`src/rtl/regfile_sched_pkg.sv`:
```
// Shared types and constants for the register-file write scheduler.
package regfile_sched_pkg;

  typedef enum logic [1:0] {
    IDLE       = 2'd0,
    WAIT_DRAIN = 2'd1,
    CLEAR      = 2'd2,
    DONE       = 2'd3
  } sched_state_e;

  localparam int unsigned FIFO_DEPTH = 2;

  // Write-port owner for the current cycle, highest priority first.
  typedef enum logic [1:0] {
    SRC_NONE  = 2'd0,
    SRC_CLEAR = 2'd1,
    SRC_WB    = 2'd2,
    SRC_FIFO  = 2'd3
  } wr_src_e;

endpackage

```
`src/rtl/mdu_wb_fifo.sv`:
```
// Two-entry FIFO holding MDU results ({addr,data}) until the write port is free.
module mdu_wb_fifo
  import regfile_sched_pkg::*;
#(
  parameter int unsigned PW = 37
) (
  input  logic          clk,
  input  logic          reset,
  input  logic          push,
  input  logic [PW-1:0] push_data,
  input  logic          pop,
  output logic [PW-1:0] head,
  output logic          full,
  output logic          empty
);

  logic [PW-1:0] mem [FIFO_DEPTH];
  logic          rd_ptr;
  logic          wr_ptr;
  logic [1:0]    count;
  logic          do_push;
  logic          do_pop;

  assign full    = (count == 2'(FIFO_DEPTH));
  assign empty   = (count == 2'd0);
  assign do_push = push && !full;
  assign do_pop  = pop && !empty;
  assign head    = mem[rd_ptr];

  always_ff @(posedge clk or posedge reset) begin
    if (reset) begin
      mem[0] <= '0;
      mem[1] <= '0;
      rd_ptr <= 1'b0;
      wr_ptr <= 1'b0;
      count  <= 2'd0;
    end else begin
      if (do_push) begin
        mem[wr_ptr] <= push_data;
        wr_ptr      <= ~wr_ptr;
      end
      if (do_pop) rd_ptr <= ~rd_ptr;
      case ({do_push, do_pop})
        2'b10:   count <= count + 2'd1;
        2'b01:   count <= count - 2'd1;
        default: count <= count;
      endcase
    end
  end

endmodule

```
`src/rtl/regfile_write_scheduler.sv`:
```
// Arbitrates the register-file write port between WB, buffered MDU results and
// a zeroing sweep; keeps a pending scoreboard for decode interlock.
module regfile_write_scheduler
  import regfile_sched_pkg::*;
#(
  parameter  int unsigned WIDTH = 32,
  parameter  int unsigned DEPTH = 32,
  localparam int unsigned AW    = $clog2(DEPTH)
) (
  input  logic             clk,
  input  logic             reset,
  input  logic             wb_we,
  input  logic [AW-1:0]    wb_addr,
  input  logic [WIDTH-1:0] wb_data,
  input  logic             mdu_valid,
  output logic             mdu_ready,
  input  logic [AW-1:0]    mdu_addr,
  input  logic [WIDTH-1:0] mdu_data,
  input  logic             mdu_issue,
  input  logic [AW-1:0]    mdu_issue_addr,
  input  logic [AW-1:0]    chk_addr1,
  input  logic [AW-1:0]    chk_addr2,
  output logic             chk_busy1,
  output logic             chk_busy2,
  input  logic             clr_start,
  output logic             clr_busy,
  output logic             clr_done,
  output logic             err,
  output logic             rf_we,
  output logic [AW-1:0]    rf_waddr,
  output logic [WIDTH-1:0] rf_wdata
);

  localparam int unsigned PW = AW + WIDTH;

  sched_state_e     state;
  sched_state_e     state_next;
  wr_src_e          src;
  logic [AW-1:0]    counter;
  logic [DEPTH-1:0] sb;
  logic [DEPTH-1:0] sb_next;
  logic             fifo_full;
  logic             fifo_empty;
  logic             push;
  logic             pop;
  logic [PW-1:0]    head;
  logic [AW-1:0]    head_addr;
  logic [WIDTH-1:0] head_data;
  logic             in_clear;
  logic             issue_busy;
  logic             err_set;

  assign {head_addr, head_data} = head;
  assign in_clear = (state == CLEAR);
  assign push     = mdu_valid && mdu_ready;
  assign pop      = (src == SRC_FIFO);

  mdu_wb_fifo #(.PW(PW)) u_fifo (
    .clk       (clk),
    .reset     (reset),
    .push      (push),
    .push_data ({mdu_addr, mdu_data}),
    .pop       (pop),
    .head      (head),
    .full      (fifo_full),
    .empty     (fifo_empty)
  );

  // FSM state register
  always_ff @(posedge clk or posedge reset) begin
    if (reset) state <= IDLE;
    else       state <= state_next;
  end

  // FSM next state
  always_comb begin
    state_next = state;
    case (state)
      IDLE:       if (clr_start) state_next = WAIT_DRAIN;
      WAIT_DRAIN: if (fifo_empty && (sb == '0)) state_next = CLEAR;
      CLEAR:      if (counter == AW'(DEPTH - 1)) state_next = DONE;
      DONE:       state_next = IDLE;
      default:    state_next = IDLE;
    endcase
  end

  // FSM outputs and write-port owner
  always_comb begin
    mdu_ready = 1'b0;
    clr_busy  = 1'b0;
    clr_done  = 1'b0;
    src       = SRC_NONE;
    case (state)
      IDLE:       mdu_ready = !fifo_full;
      WAIT_DRAIN: clr_busy  = 1'b1;
      CLEAR:      clr_busy  = 1'b1;
      DONE:       clr_done  = 1'b1;
      default:    ;
    endcase
    if (in_clear)         src = SRC_CLEAR;
    else if (wb_we)       src = SRC_WB;
    else if (!fifo_empty) src = SRC_FIFO;
  end

  // Sweep address counter, parked at zero outside the sweep
  always_ff @(posedge clk or posedge reset) begin
    if (reset)         counter <= '0;
    else if (in_clear) counter <= counter + AW'(1);
    else               counter <= '0;
  end

  always_comb begin
    rf_we    = 1'b0;
    rf_waddr = wb_addr;
    rf_wdata = wb_data;
    case (src)
      SRC_CLEAR: begin
        rf_we    = 1'b1;
        rf_waddr = counter;
        rf_wdata = '0;
      end
      SRC_WB:   rf_we = (wb_addr != '0);
      SRC_FIFO: begin
        rf_we    = (head_addr != '0);
        rf_waddr = head_addr;
        rf_wdata = head_data;
      end
      default: ;
    endcase
  end

  // A register retiring this very cycle is not treated as busy for a new issue
  assign issue_busy = sb[mdu_issue_addr] && !(pop && (head_addr == mdu_issue_addr));
  assign err_set    = (in_clear && (wb_we || mdu_issue)) ||
                      (!in_clear && mdu_issue && issue_busy);

  // Scoreboard: set wins over a same-cycle retire; bit 0 never set
  always_comb begin
    sb_next = sb;
    if (pop) sb_next[head_addr] = 1'b0;
    if (mdu_issue && !in_clear) sb_next[mdu_issue_addr] = 1'b1;
    sb_next[0] = 1'b0;
  end

  always_ff @(posedge clk or posedge reset) begin
    if (reset) begin
      sb  <= '0;
      err <= 1'b0;
    end else begin
      sb  <= sb_next;
      err <= err || err_set;
    end
  end

  assign chk_busy1 = sb[chk_addr1];
  assign chk_busy2 = sb[chk_addr2];

endmodule

```
`config.mk`:
```
export PLATFORM = sky130hd
export DESIGN_NAME = regfile_write_scheduler
export DESIGN_NICKNAME = d
export VERILOG_FILES = /design/src/rtl/regfile_sched_pkg.sv /design/src/rtl/mdu_wb_fifo.sv /design/src/rtl/regfile_write_scheduler.sv
export SDC_FILE = /design/constraint.sdc
export NUM_CORES = 1
export LEC_CHECK = 0
export ABC_AREA = 1
export CAP_MARGIN = 20
export CORE_MARGIN = 5
export CORE_UTILIZATION = 47
export DETAILED_ROUTE_END_ITERATION = 10
export GPL_ROUTABILITY_DRIVEN = 0
export PLACE_DENSITY = 0.77
export SLEW_MARGIN = 20
export SYNTH_ARGS = -nofsm -noshare
export SYNTH_HDL_FRONTEND = slang
export SYNTH_SLANG_ARGS = --single-unit
```
`constraint.sdc`:
```
create_clock -name clk -period 3.6 [get_ports clk]
set_clock_uncertainty 0.05 [all_clocks]
set_input_delay 0.72 -clock clk [delete_from_list [all_inputs] [get_ports clk]]
set_output_delay 0.72 -clock clk [all_outputs]
set_load 0.05 [all_outputs]
```
* Yosys cells after proc, flatten, opt, wreduce, memory -nomap -nowiden *
Cells that the tools add are included.

word-level totals
  bits of input ports = 95
  output and inout bits = 44
  flip-flop bits (word level) = 117
  logic and storage cells = 102

operators by class
  order comparisons = 9
  $add $sub $neg = 3
  equality and inequality tests = 14
  mux-type cells = 33
  bitwise gates (word level) = 7
  reductions and logical operators = 27

operators by type and width
  kind                 number
  $mux 37              4
  $bwmux 74            1
  $mux 32              2
  $pmux 32 s2          1
  $demux 37 s1         1
  $and 32x32->32       1
  $logic_not 32->1     1
  $not 32->32          1
  $or 32x32->32        1
  $lt 5x6->1 const B   4
  $bmux 1 s5           3
  $eq 2x2->1 const B   6
  $logic_and 1x1->1    12
  $mux 2               6
  $demux 1 s5          2
  $ge 5x1->1 const B   2
  $pmux 5 s2           1
  $reduce_bool 5->1    2
  $mux 1               8
  $pmux 2 s4           1
  $eq 2x1->1 const B   3
  $add 5x1->5 const B  1
  $eq 5x5->1           1
  $eq 5x5->1 const B   1
  other kinds (17)     27

* Logic depth before layout (Yosys ltp) *
  word-level depth = 13
  depth in mapped cells = 12
  depth with buffers taken out = 11

* By module *
From an unflattened synthesis, not the netlist that was laid out.

unflattened totals
  cells, all modules = 1003
  area total of the unflattened synthesis = 7165.6 um2

modules (own cells, without submodules)
  module                   area an instance (um2)  cells an instance  sequential area each (um2)  instances
  mdu_wb_fifo              3778.6                  480                1951.9                      1
  regfile_write_scheduler  3387.0                  523                975.9                       1

* Least setup slack after synthesis *
No wires, ideal clock.

  path type = reg2out
  from = reg state[0]
  to = out rf_wdata[13]
  buffers on the path = 0
  setup slack = 0.671 ns
  arrival time = 2.159 ns
  data required time = 2.830 ns
  stages on the path, launching flop included = 6
  cells stage by stage = dfrtp_1 inv_1 ha_1 nor3_2 inv_1 o31ai_1

between the ends
  cells in the longest elaborated chain, start to end = 4
  elaborated cells between the ends (all ways) = 5
  those cells by class = eq/ne (3); mux (2)

RTL lines
  element                                          RTL line                        text
  start, declared                                  regfile_write_scheduler.sv:36   sched_state_e state;
  start signal, assigned                           regfile_write_scheduler.sv:72   else state <= state_next;
  $eq 2x2->1 *                                     regfile_write_scheduler.sv:54   assign in_clear = (state == CLEAR);
  $mux 2 *                                         regfile_write_scheduler.sv:100  if (in_clear) src = SRC_CLEAR;
  $eq 2x2->1 / $eq 2x1->1 (equally long branches)  regfile_write_scheduler.sv:116  case (src)
  $pmux 32 s2 *                                    regfile_write_scheduler.sv:116
  end, declared                                    regfile_write_scheduler.sv:31   output logic [WIDTH-1:0] rf_wdata

Every way passes the cells marked *; elsewhere a longest branch is shown, timed or not.

* Worst setup path in the final report *
Same ends and word-level chain as after synthesis.

==> impl_results.md <==
- Worst-path clk slew: 0.05 ns
- Final ANT Viol Nets: 0
- Post-CTS Resized: 0
- CP dominant cell by count: inv_1
- Most used flip-flop cell after synthesis: dfrtp_1
- Die X: 130 µm
- Worst setup margin: 0.427 ns
- GR Util All Layers: 0.232
- WS Path Type: reg2out
- Clk root buf: clkbuf_16
- CP bufs+invs: 3
- Switching part of the total: 0.445
- Avg Inst Size Synth: 7.28 µm²
- Chip height: 130 µm
- First-pass GRT wire length: 31.2 mm
- Layout cells sized above 1: 0.107
- Antenna violations before repair: 1
- Inserted Clock Buffers: 17
- Post-Syn Area: 6790 µm²
- Fillers: 1,205
- Drt via density: 5.38
- Run status: completed
- IO Count: 139
- Leak: 4.54 nW
- Synth cell count leaders: nand2_1, o21ai_0, dfrtp_1
- Core area: 14,400 µm²
- Crit path launch type: flop
- Clock sink count: 117
- GRT Residual Overflow: 0
- Period utilization: 0.881
- Setup_tns: 0 ns
- Worst Setup SP: state[0]$_DFFE_PP0P_
- Crit. path cell count: 6
- First-pass DRT Iterations: 5
- Reg-to-reg setup timing slack: 1.19 ns
- Average wire per standard cell: 15.4 µm
- Vias post-DR: 6,763
- Fraction of registers with async set/reset: 1.00
- Vias in the first global route: 6,470
- Hold_buf cts: 0
- Max-slew violations: 0
- CTS tree: done
- Die Area: 16,900 µm²
- Slowest CP cell: o31ai_1
- Power Internal: 0.00483 W
- Worst R2R End: sb[28]$_DFF_PP0_
- Cell depth of the worst flop-to-flop path: 7
- Layout area overhead: 36.9%
- Max_cap viols: 0
- Top post-synthesis cells by area: dfrtp_1, nand2_1, o21ai_0
- RSZ-0062 raised after global routing: false
- Count leader, synth: nand2_1
- Crit Path Max Fanout: 13
- Max clock buf depth: 2
- Worst slew margin: 0.556
- Flop pwr share: 0.276
- Setup Fix Bufs, Post-CTS: 0
- Cell family with most CP delay: buffers and inverters
- DRT Wirelength: 19.4 mm
- Post-Synthesis Cells: 933
- Worst-Skew Late Latency: 0.41 ns
- Clock Power Share: 0.192
- Setup violators final: 0
- Share of the synthesized area in the top cell type: 0.431
- Synth area leader: dfrtp_1
- Final HPWL DP: 13.6 mm
- Combinational share of power: 0.532
- NumNets Final: 1,163
- Yosys cell types: 33
- I/O Buffers: 138
- Peak per-stage delay on the critical path: 0.44 ns
- Effective utilization at floorplan: 0.472
- Critical path, cell by cell: inv_1 > ha_1 > nor3_4 > inv_1 > o31ai_1 > buf_12
- Pin count of the biggest net entering global routing: 118
- Crit. End Element: output port
- Worst hold-check path type: reg2reg
- Site row count: 44
- Syn Nets: 1,036
- Max Fclk: 0.315 GHz
- Hold Path End: u_fifo.mem[9]$_DFFE_PP0P_
- Power Density: 937 nW/µm²
- Min-delay src: u_fifo.mem[9]$_DFFE_PP0P_
- Pre-CTS WS: 0.510 ns
- Switching power: 0.00387 W
- Final hold violation count: 0
- Tmin final: 3.17 ns
- First DRT Iteration DRCs: 591
- # diodes: 0
- Synth Warn #: 0
- Synth Register Bits: 117
- Number of synthesized flops with an enable pin: 0
- Slew @ Worst Pin: 0.666 ns
- Worst Path Arrival: 2.40 ns
- R2R Path Start: state[0]$_DFFE_PP0P_
- CP Data Required Time: 2.83 ns
- # H-tree levels: 4
- DRC violation count after routing: 0
- Seq/Total Area, Yosys: 0.431
- Worst vdd ir: 0.582 mV
- Hold Path Stages: 2
through the flow:
stage,utilization,hold WS (ns),cell area [µm²],total power [W],std cells
finish,0.647,0.431,9290,0.00871,1257
global route,0.647,0.442,9290,0.00924,1257
CTS,0.647,0.431,9290,0.00872,1257
detailed placement,0.605,0.418,8700,0.00700,1225
global placement,0.605,0.415,8700,0.00691,1225
floorplan,-,0.392,6790,0.00514,933
power by group through the flow:
stage / Combinational, W / Sequential (W) / Clock (W)
after global routing: 0.00503 / 0.00246 / 0.00176
after global placement: 0.00454 / 0.00237 / 0
final: 0.00463 / 0.00240 / 0.00167
after detailed placement: 0.00461 / 0.00239 / 0
after CTS: 0.00465 / 0.00238 / 0.00169
after floorplan: 0.00292 / 0.00222 / 0
worst max-delay path by stage:
stage	to	slack, ns
2_1_floorplan	rf_wdata[13]	0.67
3_3_place_gp	chk_busy2	0.55
3_5_place_dp	chk_busy1	0.51
4_1_cts	rf_wdata[13]	0.40
5_1_grt	rf_wdata[13]	0.29
6_report	rf_wdata[13]	0.43
placed cells by master (no fill, tap or decap), types with 2 or more instances in the layout:
cell type        count
o21ai_0            146
bufinv_16            2
buf_4               14
clkinvlp_4           6
clkbuf_8             3
o21ai_2             20
xor2_1               2
o211ai_1             5
ha_1                 8
clkinv_2             2
a21oi_1             30
o21ai_1             10
nor3_1              10
clkdlybuf4s50_1     98
dfrtp_1            117
buf_12              41
a22o_1              31
nand4_1              6
inv_1              105
nand3_1             39
xnor2_1              2
clkbuf_16           17
nor2_1              37
nand2_1            306
routing by layer:
| layer | wire (µm) | global-route usage | vias up |
|---|---|---|---|
| li1 | - | - | 3288 |
| met5 | 13 | 0 | - |
| met4 | 640 | 0.0996 | 2 |
| met3 | 2090 | 0.0941 | 67 |
| met1 | 7840 | 0.292 | 3102 |
| met2 | 8820 | 0.352 | 304 |
cells by family after synthesis:
kind of cell / count (synthesis) / synth area share
adders and majority gates: 8 / 0.0147
and+or+nand+nor: 405 / 0.239
buffers and inverters: 152 / 0.0949
AOI/OAI and AO/OA: 247 / 0.215
xor gates and xnor gates: 4 / 0.00516
DFF: 117 / 0.431
sequential cells by signal, indices dropped and copies added, names as in the netlist:
name / count
u_fifo.count: 2
state: 2
u_fifo.wr_ptr: 1
sb: 31
counter: 5
u_fifo.mem: 74
u_fifo.rd_ptr: 1
err: 1
area by class of cell:
type	instances	area, µm²	area share
Clock buffer	21	470	0.0506
Clock inverter	11	125	0.0135
Inverter	107	405	0.0436
Multi-Input combinational cell	664	3230	0.347
Sequential cell	117	2930	0.315
Tap cell	184	230	0.0248
Timing Repair Buffer	153	1910	0.205
worst register-to-register path: cells and delay by family (launching register included):
kind	cells	cell delay, ns
AOI/OAI and AO/OA	2	0.45
buffers and inverters	2	0.36
adders and majority gates	1	0.38
DFF	1	0.41
and+or+nand+nor	2	0.62
Note: power is estimated with default switching activity, not from simulation.
